File: src/rtl/generic_rs.sv
// generic_rs: reservation station for one execution unit.
// Buffers up to DEPTH issued instructions and snoops the CDB for missing
// operands. Dispatches the lowest-index ready entry over a valid/ready handshake.
// Optional feature macro: LEN5_RS_ISSUE_FWD_EN. When defined, a CDB broadcast
// in the issue cycle also resolves the operands of the instruction being written.
module generic_rs #(
  parameter int unsigned DEPTH          = 4,
  parameter int unsigned XLEN           = 32,
  parameter int unsigned ROB_IDX_LEN    = 5,
  parameter int unsigned I_IMM          = 12,
  parameter int unsigned MAX_EU_CTL_LEN = 4,
  parameter int unsigned EU_CTL_LEN     = MAX_EU_CTL_LEN
) (
  input  logic                   clk_i,
  input  logic                   rst_i,
  input  logic                   flush_i,

  // Issue side
  input  logic                   issue_valid_i,
  output logic                   issue_ready_o,
  input  logic [EU_CTL_LEN-1:0]  issue_eu_ctl_i,
  input  logic                   issue_rs1_ready_i,
  input  logic [ROB_IDX_LEN-1:0] issue_rs1_idx_i,
  input  logic [XLEN-1:0]        issue_rs1_value_i,
  input  logic                   issue_rs2_ready_i,
  input  logic [ROB_IDX_LEN-1:0] issue_rs2_idx_i,
  input  logic [XLEN-1:0]        issue_rs2_value_i,
  input  logic [I_IMM-1:0]       issue_imm_value_i,
  input  logic [ROB_IDX_LEN-1:0] issue_rob_idx_i,

  // Common data bus snoop
  input  logic                   cdb_valid_i,
  input  logic [ROB_IDX_LEN-1:0] cdb_rob_idx_i,
  input  logic [XLEN-1:0]        cdb_value_i,

  // Execution unit side
  output logic                   eu_valid_o,
  input  logic                   eu_ready_i,
  output logic [EU_CTL_LEN-1:0]  eu_eu_ctl_o,
  output logic [XLEN-1:0]        eu_rs1_value_o,
  output logic [XLEN-1:0]        eu_rs2_value_o,
  output logic [I_IMM-1:0]       eu_imm_value_o,
  output logic [ROB_IDX_LEN-1:0] eu_rob_idx_o
);

  localparam int unsigned IDX_W = (DEPTH > 1) ? $clog2(DEPTH) : 1;

  // Payload of one station entry; the valid bit is kept separately.
  typedef struct packed {
    logic [EU_CTL_LEN-1:0]  eu_ctl;
    logic                   rs1_ready;
    logic [ROB_IDX_LEN-1:0] rs1_idx;
    logic [XLEN-1:0]        rs1_value;
    logic                   rs2_ready;
    logic [ROB_IDX_LEN-1:0] rs2_idx;
    logic [XLEN-1:0]        rs2_value;
    logic [I_IMM-1:0]       imm;
    logic [ROB_IDX_LEN-1:0] rob_idx;
  } entry_t;

  logic [DEPTH-1:0] valid_q, valid_d;
  entry_t           data_q [DEPTH];
  entry_t           data_d [DEPTH];

  logic             free_found;
  logic [IDX_W-1:0] free_idx;
  logic             sel_found;
  logic [IDX_W-1:0] sel_idx;
  logic             issue_accept;
  logic             dispatch;
  entry_t           new_entry;

  // Lowest-index free slot and lowest-index dispatchable entry, from registered state only.
  always_comb begin
    // NOTE: every signal written here gets a default first so no path leaves it unassigned (no latch).
    free_found = 1'b0;
    free_idx   = '0;
    sel_found  = 1'b0;
    sel_idx    = '0;
    // Scan downwards so the last hit, i.e. the lowest index, wins.
    for (int i = DEPTH - 1; i >= 0; i--) begin
      if (!valid_q[i]) begin
        free_found = 1'b1;
        free_idx   = IDX_W'(i);
      end
      if (valid_q[i] && data_q[i].rs1_ready && data_q[i].rs2_ready) begin
        sel_found = 1'b1;
        sel_idx   = IDX_W'(i);
      end
    end
  end

  // Handshake qualifiers.
  assign issue_ready_o = free_found;
  assign eu_valid_o    = sel_found;
  assign issue_accept  = issue_valid_i && free_found && !flush_i;
  assign dispatch      = sel_found && eu_ready_i;

  // Dispatch outputs: fields of the selected entry, all-zero when nothing is ready.
  always_comb begin
    eu_eu_ctl_o    = '0;
    eu_rs1_value_o = '0;
    eu_rs2_value_o = '0;
    eu_imm_value_o = '0;
    eu_rob_idx_o   = '0;
    if (sel_found) begin
      eu_eu_ctl_o    = data_q[sel_idx].eu_ctl;
      eu_rs1_value_o = data_q[sel_idx].rs1_value;
      eu_rs2_value_o = data_q[sel_idx].rs2_value;
      eu_imm_value_o = data_q[sel_idx].imm;
      eu_rob_idx_o   = data_q[sel_idx].rob_idx;
    end
  end

  // Build the entry written on issue accept, optionally forwarding a same-cycle CDB result.
  always_comb begin
    new_entry.eu_ctl    = issue_eu_ctl_i;
    new_entry.rs1_ready = issue_rs1_ready_i;
    new_entry.rs1_idx   = issue_rs1_idx_i;
    new_entry.rs1_value = issue_rs1_value_i;
    new_entry.rs2_ready = issue_rs2_ready_i;
    new_entry.rs2_idx   = issue_rs2_idx_i;
    new_entry.rs2_value = issue_rs2_value_i;
    new_entry.imm       = issue_imm_value_i;
    new_entry.rob_idx   = issue_rob_idx_i;
`ifdef LEN5_RS_ISSUE_FWD_EN
    if (!issue_rs1_ready_i && cdb_valid_i && (cdb_rob_idx_i == issue_rs1_idx_i)) begin
      new_entry.rs1_ready = 1'b1;
      new_entry.rs1_value = cdb_value_i;
    end
    if (!issue_rs2_ready_i && cdb_valid_i && (cdb_rob_idx_i == issue_rs2_idx_i)) begin
      new_entry.rs2_ready = 1'b1;
      new_entry.rs2_value = cdb_value_i;
    end
`else
    // Same-cycle CDB results are the issue logic's responsibility; the operand
    // is stored exactly as presented.
`endif
  end

  // Next state: wakeup, dispatch and issue touch disjoint entries; flush overrides all.
  always_comb begin
    valid_d = valid_q;
    for (int i = 0; i < DEPTH; i++) begin
      data_d[i] = data_q[i];
      if (valid_q[i] && cdb_valid_i) begin
        if (!data_q[i].rs1_ready && (data_q[i].rs1_idx == cdb_rob_idx_i)) begin
          data_d[i].rs1_ready = 1'b1;
          data_d[i].rs1_value = cdb_value_i;
        end
        if (!data_q[i].rs2_ready && (data_q[i].rs2_idx == cdb_rob_idx_i)) begin
          data_d[i].rs2_ready = 1'b1;
          data_d[i].rs2_value = cdb_value_i;
        end
      end
    end
    if (dispatch) begin
      valid_d[sel_idx] = 1'b0;
    end
    if (issue_accept) begin
      valid_d[free_idx] = 1'b1;
      data_d[free_idx]  = new_entry;
    end
    if (flush_i) begin
      valid_d = '0;
    end
  end

  // Entry valid bits: synchronous reset, the only state that needs one.
  always_ff @(posedge clk_i) begin
    // NOTE: sequential state uses non-blocking assignments so all flops update from pre-edge values.
    if (rst_i) begin
      valid_q <= '0;
    end else begin
      valid_q <= valid_d;
    end
  end

  // Entry payload storage.
  always_ff @(posedge clk_i) begin
    // NOTE: payload is not reset; it is only observed through a set valid bit, and outputs are zero-gated.
    for (int i = 0; i < DEPTH; i++) begin
      data_q[i] <= data_d[i];
    end
  end

endmodule

File: config.mk
export PLATFORM = sky130hd
export DESIGN_NAME = generic_rs
export DESIGN_NICKNAME = d
export VERILOG_FILES = /design/src/rtl/generic_rs.sv
export SDC_FILE = /design/constraint.sdc
export NUM_CORES = 1
export LEC_CHECK = 0
export CAP_MARGIN = 20
export CORE_UTILIZATION = 45
export DETAILED_ROUTE_END_ITERATION = 6
export GPL_ROUTABILITY_DRIVEN = 0
export GPL_TIMING_DRIVEN = 0
export MAX_ROUTING_LAYER = met4
export PLACE_DENSITY = 0.67
export SYNTH_ARGS = -nofsm -noshare
export SYNTH_HDL_FRONTEND = slang
export SYNTH_SLANG_ARGS = --single-unit
File: constraint.sdc
create_clock -name clk_i -period 3.4 [get_ports clk_i]
set_clock_uncertainty 0.2 [all_clocks]
set_input_delay 0.51 -clock clk_i [delete_from_list [all_inputs] [get_ports clk_i]]
set_output_delay 0.51 -clock clk_i [all_outputs]
set_load 0.01 [all_outputs]
==> results.md, run 1 <==
- Endpoints failing setup: 2
- Post-DP HPWL: roughly 55 mm
- Post-synthesis mux area share: 0%
- Sequential fraction of the synthesis area: 50.89%
- Cell Int Power: 8.492 mW
- Vias per Instance: roughly 6.9
- First-pass GRT wire length: about 120 mm
- WL final: approximately 80 mm
- Post-synth EDFFs: 124
- Max-slew headroom: about a third
- Post-synth ARST share: 0%
- CP Launch Type: flop
- Worst skew pair latency: ~0.55 ns
- H-tree depth: 2
- Adder-cell share of the synthesized area: 0%
- Cts bufs inserted: 43
- DIE WIDTH: between 200 and 250 um
- Top cells by count, synth: o211ai_1, dfxtp_1, nand2_1, clkbuf_1, o21ai_0
- Static Leak: 7.798 nW
- Hold Path Stages: 2
- Syn Inst Count: between 1500 and 2000
- Switching Power: approximately 3 mW
- Clock network fraction of total power: around two fifths
- Dominant cell by count in the synthesized netlist: o211ai_1
- Pins Over Slew Limit: 0
- Avg Cell Area, Syn: between 9 and 10 sq um
- Worst IR Drop VDD: 0.0004296 V
- Reg2reg setup slack: approximately 0.30 ns
- Core area: ~39000 sq um
- Port Buffers: between 200 and 250
- Flops & latches, synth: a little under 400
- Outcome: finished with violations
- Number of DRC markers in iteration 0: 3317
- Synth Flop Type: dfxtp_1
- Post-synthesis compound-gate area fraction: approximately a third
- Starting Density: 45.89%
- Final hold viol count: 0
- Least-Margin Pin Slew: about 1.0 ns
- Final worst-path cycle share: 100.2%
- Simple-gate area share of the yosys netlist: about a tenth
- Flop pwr share: ~48%
- Crit Path Max Fanout: 10
- Rows: 72
- Synthesized cell area: approximately 18000 sq um
- Dpl cell area: between 20000 and 25000 sq um
- Via count: between 15000 and 20000
- Synth top area cells: dfxtp_1, edfxtp_1, o211ai_1
- Placed cells: between 2000 and 3000
- CTS max path bufs: 3
- Clock root cell: clkbuf_16
- Hold Crit Class: flop to flop
- Die area: 40490 sq um
- Area leader, netlist: dfxtp_1
- Net Sw Frac: about 26%
- Largest family of logic cells by synthesized area: compound AO/OA/AOI/OAI gates
- DRT antenna net count: 0
- Required @ worst endpoint: approximately 2.7 ns
- Final instance area: about 23000 sq um
- Post-synth top area share: 30.04%
- XOR/XNOR Fraction of Synth Area: around 1.9%
- Combinational share of power: between 10% and 20%
- Io pins: 227
- Ys Warns: 0
- Net count, final: 2328
- Pin count of the biggest net entering global routing: 33
- Initial DRT Pass Iterations: 7
- RSZ-0062 raised after global routing: no
- GRT Overall Usage: 39.92%
- Worst R2R Path Depth: 7
- Synth cell types: between 40 and 50
- Clock sinks: roughly 400
- Hold slack: 0.2793 ns
- CTS tree: done
- Failing checks: DRC, setup timing
- DR DRC count: 1
- CTS clk-pin slew, worst paths: roughly 0.06 ns
- GR Overflow Total: 0
- Vias in the first global route: roughly 18000
- Syn Nets: 2055
- Power density cells: approximately 510 nW/um^2
- Max Cap Viol: 0
- CP Capture Type: primary output
- Proportion of layout cells with a drive suffix above 1: slightly below 9%
- FMAX: about 290 MHz
- Die Ht: slightly above 200 um
- Initial antenna violation count: 1
- CP Class: flop to primary output
- Area grow syn2layout: 26.29%
- Wirelength per Cell: between 20 and 30 um
- Fin worst setup slack: -0.007091 ns
- Layout Cells excl Fill: roughly 2700
- Worst EP arrival: around 2.7 ns
- Tmin final: between 3 and 4 ns
## final timing paths
kind,endpoint,startpoint
max,eu_rs2_value_o[18],data_q[3][92]
min,data_q[0][28],data_q[0][28]
max reg2reg,flop,valid_q[0]
min reg2reg,data_q[0][28],data_q[0][28]
## cells by family (layout without fill, tap and decap cells)
| group | after synthesis | in the layout |
|---|---|---|
| AOI/OAI and AO/OA | 827 | 827 |
| and+or+nand+nor | 412 | 412 |
| DFF | 392 | 392 |
| buffers and inverters | 245 | 551 |
| xor gates and xnor gates | 39 | 39 |
| other | 0 | 2 |
## critical path, cell delays in order (launching register included)
cell	delay [ns]
dfxtp_1	0.38
and3_4	0.22
nor2b_4	0.22
clkbuf_16	0.22
buf_4	0.22
a22oi_1	0.10
o21ai_2	0.20
clkdlybuf4s50_1	0.57
## area by class of cell
type	count	area (sq um)
Tap cell	518	648.1
Inverter	39	146.4
Timing Repair Buffer	230	2352
Multi-Input combinational cell	1278	7871
Sequential cell	392	9092
Buffer	204	1042
Clock buffer	58	1184
Clock inverter	20	214.0
Fill cell	3398	16360
Antenna cell	2	5.005
## metal layers
layer	track usage [%]	vias to the layer above	routed length, um
met4	26.70	0	6238
met5	-	-	0
met3	12.97	434	11710
met1	49.82	8828	29540
li1	-	7806	-
met2	54.72	1785	33010
## power groups by stage
stage / Combinational (mW) / Clock (mW) / Sequential (mW)
after global placement: 1.11 / 0 / 5.53
after detailed placement: 1.15 / 0 / 5.55
final: 1.22 / 4.77 / 5.46
after global routing: 1.28 / 4.93 / 5.49
after floorplan: 0.620 / 0 / 5.48
after CTS: 1.16 / 4.73 / 5.45
## through the flow
stage                     utilization (%)  setup TNS (ns)  power (mW)  setup slack (ns)
final                               57.96        -0.01104       11.45         -0.007091
after CTS                           57.68               0       11.34          0.003316
after global placement              53.24         -276.96       6.638            -1.848
after floorplan                         -               0       6.096            0.2671
after global routing                57.95               0       11.71          0.004613
after detailed placement            53.46          -56.09       6.691            -1.035
## layout by cell type (no fill, tap or decap), types with 3 or more instances in the layout
master / n
nand2_1: 219
edfxtp_1: 124
buf_12: 4
bufinv_16: 4
nand3_1: 52
dlygate4sd2_1: 14
clkbuf_4: 20
or3_1: 11
clkinv_2: 10
dfxtp_1: 265
a31oi_1: 89
or2_1: 3
buf_2: 6
xor2_1: 18
buf_6: 8
and4_1: 3
o21ai_0: 132
buf_4: 11
clkdlybuf4s50_1: 191
xnor2_1: 21
inv_1: 37
nand4_1: 6
o21ai_2: 10
clkbuf_16: 45
clkinv_1: 4
clkbuf_1: 150
dfxtp_2: 3
or4_1: 3
a21oi_1: 47
clkbuf_2: 15
nor2_1: 95
clkbuf_8: 9
o211ai_2: 30
and3_4: 3
a22oi_1: 170
nor3_1: 3
o21ai_1: 35
o211ai_1: 307
dlymetal6s2s_1: 16
## what timing repair did
item | in CTS | in global routing
hold buffers | 0 | 0
pin swaps | 1 | 1
buffers inserted | 2 | 1
setup endpoints to repair | 86 | 79
resized for setup | 152 | 43
hold endpoints to repair | 0 | 0
Note: power is estimated with default switching activity, not from simulation.
==> run 2: changes to the inputs <==
- MAX_ROUTING_LAYER: met4 -> not set
==> run 2 against run 1 <==
Effect of this change:
- the flow still finishes with violations (DRC, setup timing)
- critical path type unchanged
- final cell count unchanged
- core utilization about the same
- critical endpoint is now eu_rs1_value_o[18]
- critical path depth fell by 1
- die area did not move
==> results.md, run 2 (synthesis gave the netlist of run 1 again) <==
- Outcome: finished with violations
- Failing checks: DRC, setup timing
- Cts bufs inserted: 43
- Worst IR Drop VDD: around 0.00043 V
- DR DRC count: 1
- FMAX: between 200 and 300 MHz
- Core area: 38920 sq um
- Initial DRT Pass Iterations: 7
- Required @ worst endpoint: around 2.7 ns
- Die Ht: slightly above 200 um
- CTS max path bufs: 3
- Worst EP arrival: roughly 2.7 ns
- Via count: roughly 19000
- RSZ-0062 raised after global routing: no
- First-pass GRT wire length: around 120 mm
- Power density cells: 507.7 nW/um^2
- Post-DP HPWL: between 50 and 60 mm
- Crit Path Max Fanout: 10
- Final hold viol count: 0
- Endpoints failing setup: 1
- DRT antenna net count: 0
- Net count, final: between 2000 and 2500
- GR Overflow Total: 0
- Area grow syn2layout: 26.25%
- Fillers: 3396
- Tmin final: between 3 and 4 ns
- CP Class: flop to primary output
- WL final: slightly above 80 mm
- Die area: 40490 sq um
- Port Buffers: 221
- Commonest non-fill, non-tap cell in the layout: o211ai_1
- Max Cap Viol: 0
- Starting Density: a little under half
- Rows: slightly above 70
- Worst skew pair latency: about 0.55 ns
- Final worst-path cycle share: 100.1%
- Dpl cell area: roughly 21000 sq um
- Initial antenna violation count: 2
- Proportion of layout cells with a drive suffix above 1: between 8 and 9%
- Hold bufs inserted after CTS: 0
- DIE WIDTH: between 200 and 250 um
- Post-layout util: slightly below 60%
- Clock root cell: clkbuf_16
- Worst R2R Path Depth: 7
- Fin worst setup slack: -0.004523 ns
- Number of DRC markers in iteration 0: roughly 3200
- Hold Crit Class: flop to flop
- Max-slew headroom: 31.81%
- Vias in the first global route: approximately 18000
- Clock sinks: 392
- Pin count of the biggest net entering global routing: 33
- Wirelength per Cell: approximately 29 um
- Hold slack: between 0.2 and 0.3 ns
- CTS clk-pin slew, worst paths: around 0.070 ns
- Final instance area: 22550 sq um
- Vias per Instance: 6.862
- Most frequent cells in the layout: o211ai_1, dfxtp_1, nand2_1
- Static Leak: slightly below 8 nW
- CTS tree: done
- Least-Margin Pin Slew: about 1.0 ns
- Hold Path Stages: 2
- CP Launch Type: flop
- Pwr Total: around 11 mW
- GRT Overall Usage: 38.88%
- CP Capture Type: primary output
- H-tree depth: 2
- Pins Over Slew Limit: 0
- Io pins: 227
run 2: changes by cell type in the layout (fill, tap and decap cells not counted), sizes merged:
cell	previous run	this run
dlymetal6s2s	16	13
clkdlybuf4s50	191	194
diode	2	3
buf	32	31
run 2: layout make-up:
| class | instances | area, sq um | area share, % |
|---|---|---|---|
| Clock buffer | 58 | 1184 | 5.249 |
| Timing Repair Buffer | 229 | 2337 | 10.37 |
| Buffer | 204 | 1047 | 4.645 |
| Multi-Input combinational cell | 1278 | 7871 | 34.91 |
| Sequential cell | 392 | 9092 | 40.33 |
| Clock inverter | 20 | 214.0 | 0.9489 |
| Antenna cell | 3 | 7.507 | 0.03329 |
| Inverter | 39 | 146.4 | 0.6492 |
| Tap cell | 518 | 648.1 | 2.874 |
run 2: worst max-delay path: stages, from the launching register on:
cell	delay, ns
dfxtp_1	0.38
and3_4	0.22
nor2b_4	0.22
clkbuf_4	0.32
a22oi_1	0.12
o21ai_0	0.28
clkdlybuf4s50_1	0.60
run 2: path summary, 6_finish.rpt:
kind	from	to	slack (ns)
max	data_q[3][92]	eu_rs1_value_o[18]	-0.005
min	data_q[0][28]	data_q[0][28]	0.28
max reg2reg	valid_q[0]	flop	0.33
min reg2reg	data_q[0][28]	data_q[0][28]	0.28
run 2: per-stage QoR:
stage,TNS [ns],worst slack [ns],instances
CTS,0,0.003316,2736
finish,-0.004523,-0.004523,2741
floorplan,0,0.2671,1915
global placement,-276.96,-1.848,2654
global route,0,0.002034,2738
detailed placement,-56.09,-1.035,2658
run 2: what timing repair did:
action                                  4_1_cts  5_1_grt
setup buffers                                 2        0
endpoints found under the setup margin       86       79
pin swaps                                     1        0
endpoints found under the hold margin         0        0
gates cloned                                  0        0
resized for setup                           152       41
run 2: routing by layer:
| layer | wire (um) | track usage, % | vias to the layer above |
|---|---|---|---|
| met4 | 6366 | 27.33 | 4 |
| met5 | 18 | 0.1190 | - |
| li1 | - | - | 7815 |
| met3 | 11820 | 13.74 | 421 |
| met2 | 32900 | 54.30 | 1672 |
| met1 | 29560 | 49.85 | 8898 |
run 2: report_power, final:
group | switching [mW] | internal, mW
sequential | 0.228 | 5.24
combinational | 0.715 | 0.502
clock | 2.01 | 2.75
